[src/rtl/interrupt_controller_if.sv]
// CPU-side bus of the interrupt controller: register access, dispatch handshake
// and the pending/wake/vector outputs seen by the core.
interface interrupt_controller_if #(
  parameter int N_CHANNELS = 5
);
  logic [15:0]           i_Address;
  logic [7:0]            i_Data;
  logic                  i_Write;
  logic                  i_Read;
  logic                  i_IME;
  logic                  i_Ack;
  logic [N_CHANNELS-1:0] o_Pending;
  logic                  o_Wake;
  logic [15:0]           o_Vector;
  logic [7:0]            o_Data;
  logic                  o_Data_Valid;

  modport master (
    output i_Address, i_Data, i_Write, i_Read, i_IME, i_Ack,
    input  o_Pending, o_Wake, o_Vector, o_Data, o_Data_Valid
  );

  modport slave (
    input  i_Address, i_Data, i_Write, i_Read, i_IME, i_Ack,
    output o_Pending, o_Wake, o_Vector, o_Data, o_Data_Valid
  );
endinterface

[src/rtl/interrupt_controller.sv]
// Edge-triggered interrupt controller: flag/enable registers, fixed lowest-index
// priority and an IDLE/SERVICE dispatch FSM that latches the service vector.
module interrupt_controller #(
  parameter int          N_CHANNELS    = 5,
  parameter logic [15:0] VECTOR_BASE   = 16'h0040,
  parameter logic [15:0] VECTOR_STRIDE = 16'h0008,
  parameter logic [15:0] ADDR_IF       = 16'hFF0F,
  parameter logic [15:0] ADDR_IE       = 16'hFFFF
) (
  input  logic                  i_Clk,
  input  logic                  i_nRst,
  input  logic                  i_Enable,
  input  logic [N_CHANNELS-1:0] i_Request,
  interrupt_controller_if.slave bus
);
  localparam int IW = (N_CHANNELS > 1) ? $clog2(N_CHANNELS) : 1;

  typedef enum logic {ST_IDLE, ST_SERVICE} state_t;

  state_t                r_State;
  state_t                w_State_Next;
  logic                  w_Dispatch;
  logic [N_CHANNELS-1:0] r_IF;
  logic [N_CHANNELS-1:0] r_IE;
  logic [N_CHANNELS-1:0] r_Prev;
  logic [15:0]           r_Vector;
  logic [7:0]            r_Data;
  logic                  r_Data_Valid;

  logic [N_CHANNELS-1:0] w_Edge;
  logic [N_CHANNELS-1:0] w_Active;
  logic [N_CHANNELS-1:0] w_Grant;
  logic [N_CHANNELS-1:0] w_IF_Next;
  logic [N_CHANNELS-1:0] w_IE_Next;
  logic [IW-1:0]         w_Idx;
  logic [15:0]           w_Vec;
  logic [7:0]            w_Rd_IF;
  logic [7:0]            w_Rd_IE;
  logic                  w_Wr_IF;
  logic                  w_Wr_IE;
  logic                  w_unused_data;

  assign w_Edge   = i_Request & ~r_Prev;
  assign w_Active = r_IF & r_IE;
  // Isolates the lowest set bit: that channel wins arbitration.
  assign w_Grant  = w_Active & (~w_Active + 1'b1);
  assign w_Wr_IF  = bus.i_Write && (bus.i_Address == ADDR_IF);
  assign w_Wr_IE  = bus.i_Write && (bus.i_Address == ADDR_IE);
  assign w_Vec    = VECTOR_BASE + VECTOR_STRIDE * 16'(w_Idx);
  assign w_unused_data = &{1'b0, bus.i_Data};

  always_comb begin
    w_Idx = '0;
    for (int k = N_CHANNELS - 1; k >= 0; k--) begin
      if (w_Active[k]) w_Idx = IW'(k);
    end
  end

  always_comb begin
    w_Rd_IF = '1;
    w_Rd_IF[N_CHANNELS-1:0] = r_IF;
    w_Rd_IE = '0;
    w_Rd_IE[N_CHANNELS-1:0] = r_IE;
  end

  // Write first, then dispatch clear, then new edges: an edge always survives.
  always_comb begin
    w_IF_Next = r_IF;
    if (w_Wr_IF) w_IF_Next = bus.i_Data[N_CHANNELS-1:0];
    if (w_Dispatch) w_IF_Next = w_IF_Next & ~w_Grant;
    w_IF_Next = w_IF_Next | w_Edge;
    w_IE_Next = w_Wr_IE ? bus.i_Data[N_CHANNELS-1:0] : r_IE;
  end

  always_ff @(posedge i_Clk) begin
    if (!i_nRst) begin
      r_State <= ST_IDLE;
    end else if (i_Enable) begin
      r_State <= w_State_Next;
    end
  end

  always_comb begin
    w_State_Next = r_State;
    w_Dispatch   = 1'b0;
    case (r_State)
      ST_IDLE: begin
        if (bus.i_Ack) begin
          w_State_Next = ST_SERVICE;
          w_Dispatch   = 1'b1;
        end
      end
      ST_SERVICE: begin
        if (!bus.i_Ack) w_State_Next = ST_IDLE;
      end
      default: w_State_Next = ST_IDLE;
    endcase
  end

  always_ff @(posedge i_Clk) begin
    if (!i_nRst) begin
      r_IF         <= '0;
      r_IE         <= '0;
      r_Prev       <= i_Request;
      r_Vector     <= '0;
      r_Data       <= '0;
      r_Data_Valid <= 1'b0;
    end else if (i_Enable) begin
      r_Prev <= i_Request;
      r_IF   <= w_IF_Next;
      r_IE   <= w_IE_Next;
      // A dispatch with nothing pending is cancelled and reports vector 0.
      if (w_Dispatch) r_Vector <= (|w_Active) ? w_Vec : 16'h0000;
      if (bus.i_Read && (bus.i_Address == ADDR_IF)) begin
        r_Data       <= w_Rd_IF;
        r_Data_Valid <= 1'b1;
      end else if (bus.i_Read && (bus.i_Address == ADDR_IE)) begin
        r_Data       <= w_Rd_IE;
        r_Data_Valid <= 1'b1;
      end else begin
        r_Data_Valid <= 1'b0;
      end
    end
  end

  assign bus.o_Pending    = (r_State == ST_SERVICE) ? '0 : (w_Active & {N_CHANNELS{bus.i_IME}});
  assign bus.o_Wake       = |w_Active;
  assign bus.o_Vector     = r_Vector;
  assign bus.o_Data       = r_Data;
  assign bus.o_Data_Valid = r_Data_Valid;
endmodule

[src/flat_wrapper.sv]
// flat-port wrapper written by rule: the top's interface ports become plain ports
module interrupt_controller_flat 
#(
  parameter int          N_CHANNELS    = 5,
  parameter logic [15:0] VECTOR_BASE   = 16'h0040,
  parameter logic [15:0] VECTOR_STRIDE = 16'h0008,
  parameter logic [15:0] ADDR_IF       = 16'hFF0F,
  parameter logic [15:0] ADDR_IE       = 16'hFFFF
)
  (i_Clk, i_nRst, i_Enable, i_Request, bus_i_Address, bus_i_Data, bus_i_Write, bus_i_Read, bus_i_IME, bus_i_Ack, bus_o_Pending, bus_o_Wake, bus_o_Vector, bus_o_Data, bus_o_Data_Valid);
  interrupt_controller_if #(.N_CHANNELS(N_CHANNELS)) bus_i ();
  input  logic i_Clk;
  input  logic i_nRst;
  input  logic i_Enable;
  input  logic [N_CHANNELS-1:0] i_Request;
  input wire logic [$bits(bus_i.i_Address)-1:0] bus_i_Address;
  input wire logic [$bits(bus_i.i_Data)-1:0] bus_i_Data;
  input wire logic [$bits(bus_i.i_Write)-1:0] bus_i_Write;
  input wire logic [$bits(bus_i.i_Read)-1:0] bus_i_Read;
  input wire logic [$bits(bus_i.i_IME)-1:0] bus_i_IME;
  input wire logic [$bits(bus_i.i_Ack)-1:0] bus_i_Ack;
  output wire logic [$bits(bus_i.o_Pending)-1:0] bus_o_Pending;
  output wire logic [$bits(bus_i.o_Wake)-1:0] bus_o_Wake;
  output wire logic [$bits(bus_i.o_Vector)-1:0] bus_o_Vector;
  output wire logic [$bits(bus_i.o_Data)-1:0] bus_o_Data;
  output wire logic [$bits(bus_i.o_Data_Valid)-1:0] bus_o_Data_Valid;
  assign bus_i.i_Address = bus_i_Address;
  assign bus_i.i_Data = bus_i_Data;
  assign bus_i.i_Write = bus_i_Write;
  assign bus_i.i_Read = bus_i_Read;
  assign bus_i.i_IME = bus_i_IME;
  assign bus_i.i_Ack = bus_i_Ack;
  assign bus_o_Pending = bus_i.o_Pending;
  assign bus_o_Wake = bus_i.o_Wake;
  assign bus_o_Vector = bus_i.o_Vector;
  assign bus_o_Data = bus_i.o_Data;
  assign bus_o_Data_Valid = bus_i.o_Data_Valid;
  interrupt_controller #(.N_CHANNELS(N_CHANNELS), .VECTOR_BASE(VECTOR_BASE), .VECTOR_STRIDE(VECTOR_STRIDE), .ADDR_IF(ADDR_IF), .ADDR_IE(ADDR_IE)) u_core (.i_Clk(i_Clk), .i_nRst(i_nRst), .i_Enable(i_Enable), .i_Request(i_Request), .bus(bus_i));
endmodule
[config.mk]
export PLATFORM = sky130hd
export DESIGN_NAME = interrupt_controller_flat
export DESIGN_NICKNAME = d
export VERILOG_FILES = /design/src/rtl/interrupt_controller_if.sv /design/src/rtl/interrupt_controller.sv /design/src/flat_wrapper.sv
export SDC_FILE = /design/constraint.sdc
export NUM_CORES = 1
export LEC_CHECK = 0
export ABC_AREA = 1
export CORE_MARGIN = 3
export CORE_UTILIZATION = 45
export CTS_CLUSTER_SIZE = 25
export DETAILED_ROUTE_END_ITERATION = 6
export PLACE_DENSITY = 0.82
export REMOVE_ABC_BUFFERS = 1
export SYNTH_ARGS = -nofsm -noshare
export SYNTH_HDL_FRONTEND = slang
export SYNTH_SLANG_ARGS = --single-unit
[constraint.sdc]
create_clock -name i_Clk -period 2.4 [get_ports i_Clk]
set_clock_uncertainty 0.05 [all_clocks]
set_input_delay 0.72 -clock i_Clk [delete_from_list [all_inputs] [get_ports i_Clk]]
set_output_delay 0.72 -clock i_Clk [all_outputs]
set_load 0.05 [all_outputs]
==> impl_summary.md <==
Outcome
The run finished with clean final reports.

Worst setup path
At the worst endpoint, the arrival time is 1.53 ns. The worst endpoint required time is 1.63 ns. The worst setup path is captured at an output port. The biggest cell delay along the critical path is 0.82 ns. Walking the worst path, the cells encountered are clkdlybuf4s50_1.

The dominant delay contributor by cell family on the critical path is buffers and inverters. The slowest cell on the critical path is sky130_fd_sc_hd__clkdlybuf4s50_1. The buffers plus inverters on the worst setup path is 1.

The nature of the critical path startpoint is a flip-flop. The maximum fanout along the worst path is 4. The kind of critical path is flip-flop to output port.

Job
The max-cap violation count is 0.

Clocking
The clock-pin slew on the worst setup and hold paths is 0.13 ns. For the worst-skew pair, the clock arrives at the later sink with an insertion delay of 0.32 ns. The clock drives 27 sinks.

The number of hold buffers added after cts is 0. The cell chosen for the clock root is sky130_fd_sc_hd__clkbuf_4. The maximum number of buffers from clock root to sink is 2. The number of setup buffers added after CTS is 0.

In this run the number of H-tree levels came out at 1. TritonCTS built the clock tree. Clock tree synthesis inserted a total of 3 buffers.

Timing
The worst slew slack as a fraction of its limit is 66.12%. Adding up every negative setup slack in the final design gives 0 ns. For this run, the top clock speed supported by timing is 434.0 MHz.

At the pin with the least slew margin, the transition time is 0.5065 ns. Hold timing on the final database bottoms out at a slack of 0.4293 ns. The number of max-slew violations in the final report is 0.

Setup violations remaining at the end of the flow were counted as 0. The share of the clock period used by the worst path after layout is 96.01%. Setup repair after global routing left no endpoint under its margin.

The hold violation total from the final report came to 0. The worst path needs 2.304 ns of the cycle, external delays included.

Synthesis
The per-instance average area after synthesis is 6.636 um2. After synthesis, the cell types taking the most area are sky130_fd_sc_hd__dfxtp_1 28%, sky130_fd_sc_hd__nand2_1 15%, sky130_fd_sc_hd__edfxtp_1 9.7%. Of the synthesized area, sequential elements account for 38.03%.

The largest total area in the synthesized netlist belongs to sky130_fd_sc_hd__dfxtp_1. Summed over its instances, the top area cell type makes up 28.36% of the synthesized netlist area. After synthesis the netlist holds a flip-flop and latch count of 27.

Among all cell types in the netlist, the one instantiated most often is sky130_fd_sc_hd__nand2_1. The Yosys step of the flow raised 0 warnings. The synthesized cell area is 1553 um2. Ranked by instance count, the synthesized netlist is headed by 60 x sky130_fd_sc_hd__nand2_1, 37 x sky130_fd_sc_hd__inv_1, 28 x sky130_fd_sc_hd__nor2_1, 22 x sky130_fd_sc_hd__dfxtp_1, 21 x sky130_fd_sc_hd__a21oi_1. The number of synthesized flops with an enable pin is 5. Counting distinct cell types in the post-synthesis netlist gives 20. Synthesis produced 234 cells. The top flip-flop cell by instance count after synthesis is sky130_fd_sc_hd__dfxtp_1.

The proportion of synthesized flip-flops having asynchronous set or reset is 0%.

Die
67 I/O pins were placed. The count of standard-cell rows is 20. The floorplan step defined a die boundary enclosing 4191 um2.

From bottom edge to top edge, the die measures 64.74 um. The total core area is 3178 um2. The width of the chip is 64.74 um. Once the floorplan was initialized, standard cells occupied 48.86% of the core.

GRT
The met2 track utilization from global routing is 33.72%. Global routing consumed, on the met3 layer, 3.986% of the routing resources. The number of antenna violations at the first check in global routing was 0. The met1 track demand over resource is 24.00%. After global routing the overflow that remains totals 0. The first global-routing pass estimated 6513 um of wire.

The number of global-route vias before repair is 1,499. Entering global routing, the biggest net connects 15 pins. The total global-route track usage is 19.31%. The layer flagged by global routing as most heavily used is met2.

Place
The global placement routability congestion is 0.8395. Detailed placement ended at an HPWL of 3145 um. In this run the tool buffered the top-level ports with 51 buffer cells.

The number of placed instances, taps included, is 326. The instance area at placement is 2116 um2.

Drt
The number of DRC markers after the initial detailed-route iteration is 109. The remaining antenna violation count is 0. The detailed-route DRC error count is 0. Using the TritonRoute via totals, the vias-per-cell ratio works out to 4.761. The sum of routed wire length over all layers is 3926 um. For this run, the detailed router's first-pass iteration total came to 5.

In the final routed layout, each cell accounts on average for 11.90 um. The vias after detailed routing is 1,571.

Finish
The share of final-layout standard cells stronger than drive strength 1 is 10.14%. Once layout is done, the placed cells without fillers occupy 2190 um2. For this run, the post-layout net count is 323. Relative to the synthesized area, the layout overhead comes to 41.02%. The non-filler instance count after layout is 330. The number of diodes is 0.

Min path
The worst hold-check path type is flip-flop to flip-flop.

Power
The static leakage is 1.043 nW. IR analysis of the VDD net gives a maximum drop of 0.3099 mV. The total power per unit cell area is 390.0 nW/um2.
[through the flow]
step | worst slack, ns | utilization [%] | power (mW)
global placement | -0.004286 | 66.57 | 0.6627
detailed placement | -0.02420 | 66.57 | 0.6661
finish | 0.09587 | 68.90 | 0.8539
CTS | -0.04035 | 67.40 | 0.8524
floorplan | 0.1610 | - | 0.5798
global route | 0.02092 | 68.90 | 0.8958
[cells by family after synthesis]
| kind of cell | count (synthesis) | synth area share, % |
|---|---|---|
| and+or+nand+nor | 117 | 33.20 |
| AOI/OAI and AO/OA | 29 | 9.590 |
| DFF | 27 | 38.03 |
| other | 1 | 0.2415 |
| buffers and inverters | 60 | 18.94 |
[sequential cells by signal (all words and copies together) (netlist names)]
name	flops
u_core.bus.o_Data_Valid	1
u_core.r_State	1
u_core.bus.o_Data	6
u_core.r_Prev	5
u_core.r_IF	5
u_core.bus.o_Vector	4
u_core.r_IE	5
[final timing paths]
check,cells past startpoint,from,end,slack [ns]
worst max register to register,5,u_core.r_IF[0],u_core.bus.o_Vector[5],1.13
worst min-delay path,2,u_core.bus.o_Data_Valid,u_core.bus.o_Data_Valid,0.43
worst min register to register,2,u_core.bus.o_Data_Valid,u_core.bus.o_Data_Valid,0.43
worst max-delay path,1,u_core.bus.o_Data[6],bus_o_Data[7],0.1
[final cells by class]
| class | instances | area (um2) |
|---|---|---|
| Fill cell | 283 | 988.4 |
| Inverter | 38 | 142.6 |
| Tap cell | 44 | 55.05 |
| Sequential cell | 27 | 590.6 |
| Timing Repair Buffer | 59 | 620.6 |
| Multi-Input combinational cell | 158 | 754.5 |
| Clock buffer | 4 | 26.28 |
[routing by layer]
metal,wire [um],up-vias
met5,0,-
met4,25,0
met3,230,4
met2,1990,51
met1,1680,700
li1,-,816
[power breakdown]
group	internal [mW]	total, mW	switching, mW
Combinational	0.0695	0.175	0.105
Clock	0.0650	0.191	0.126
Sequential	0.479	0.488	0.00898
Total	0.613	0.854	0.241
[cell usage in the layout, fill, tap and decap left out, drive strengths merged]
master and n:
nand2 62, clkdlybuf4s50 44, inv 38, nor2 30, dfxtp 22, a21oi 21, nand4 15, buf 14
conb 12, nand3 10, o21ai 6, edfxtp 5, clkbuf 4, o211ai 1, o22ai 1, dlymetal6s2s 1
[repair_timing]
action | CTS | global route
endpoints found under the setup margin | 5 | 5
pin swaps | 0 | 2
resized for setup | 0 | 13
[tightest hold or removal path, cell delays in order, from the launching register on]
cell	delay [ns]
sky130_fd_sc_hd__dfxtp_1	0.33
sky130_fd_sc_hd__nand2_1	0.06
sky130_fd_sc_hd__a21oi_1	0.05
No activity file was read; power rests on OpenSTA's default activity.
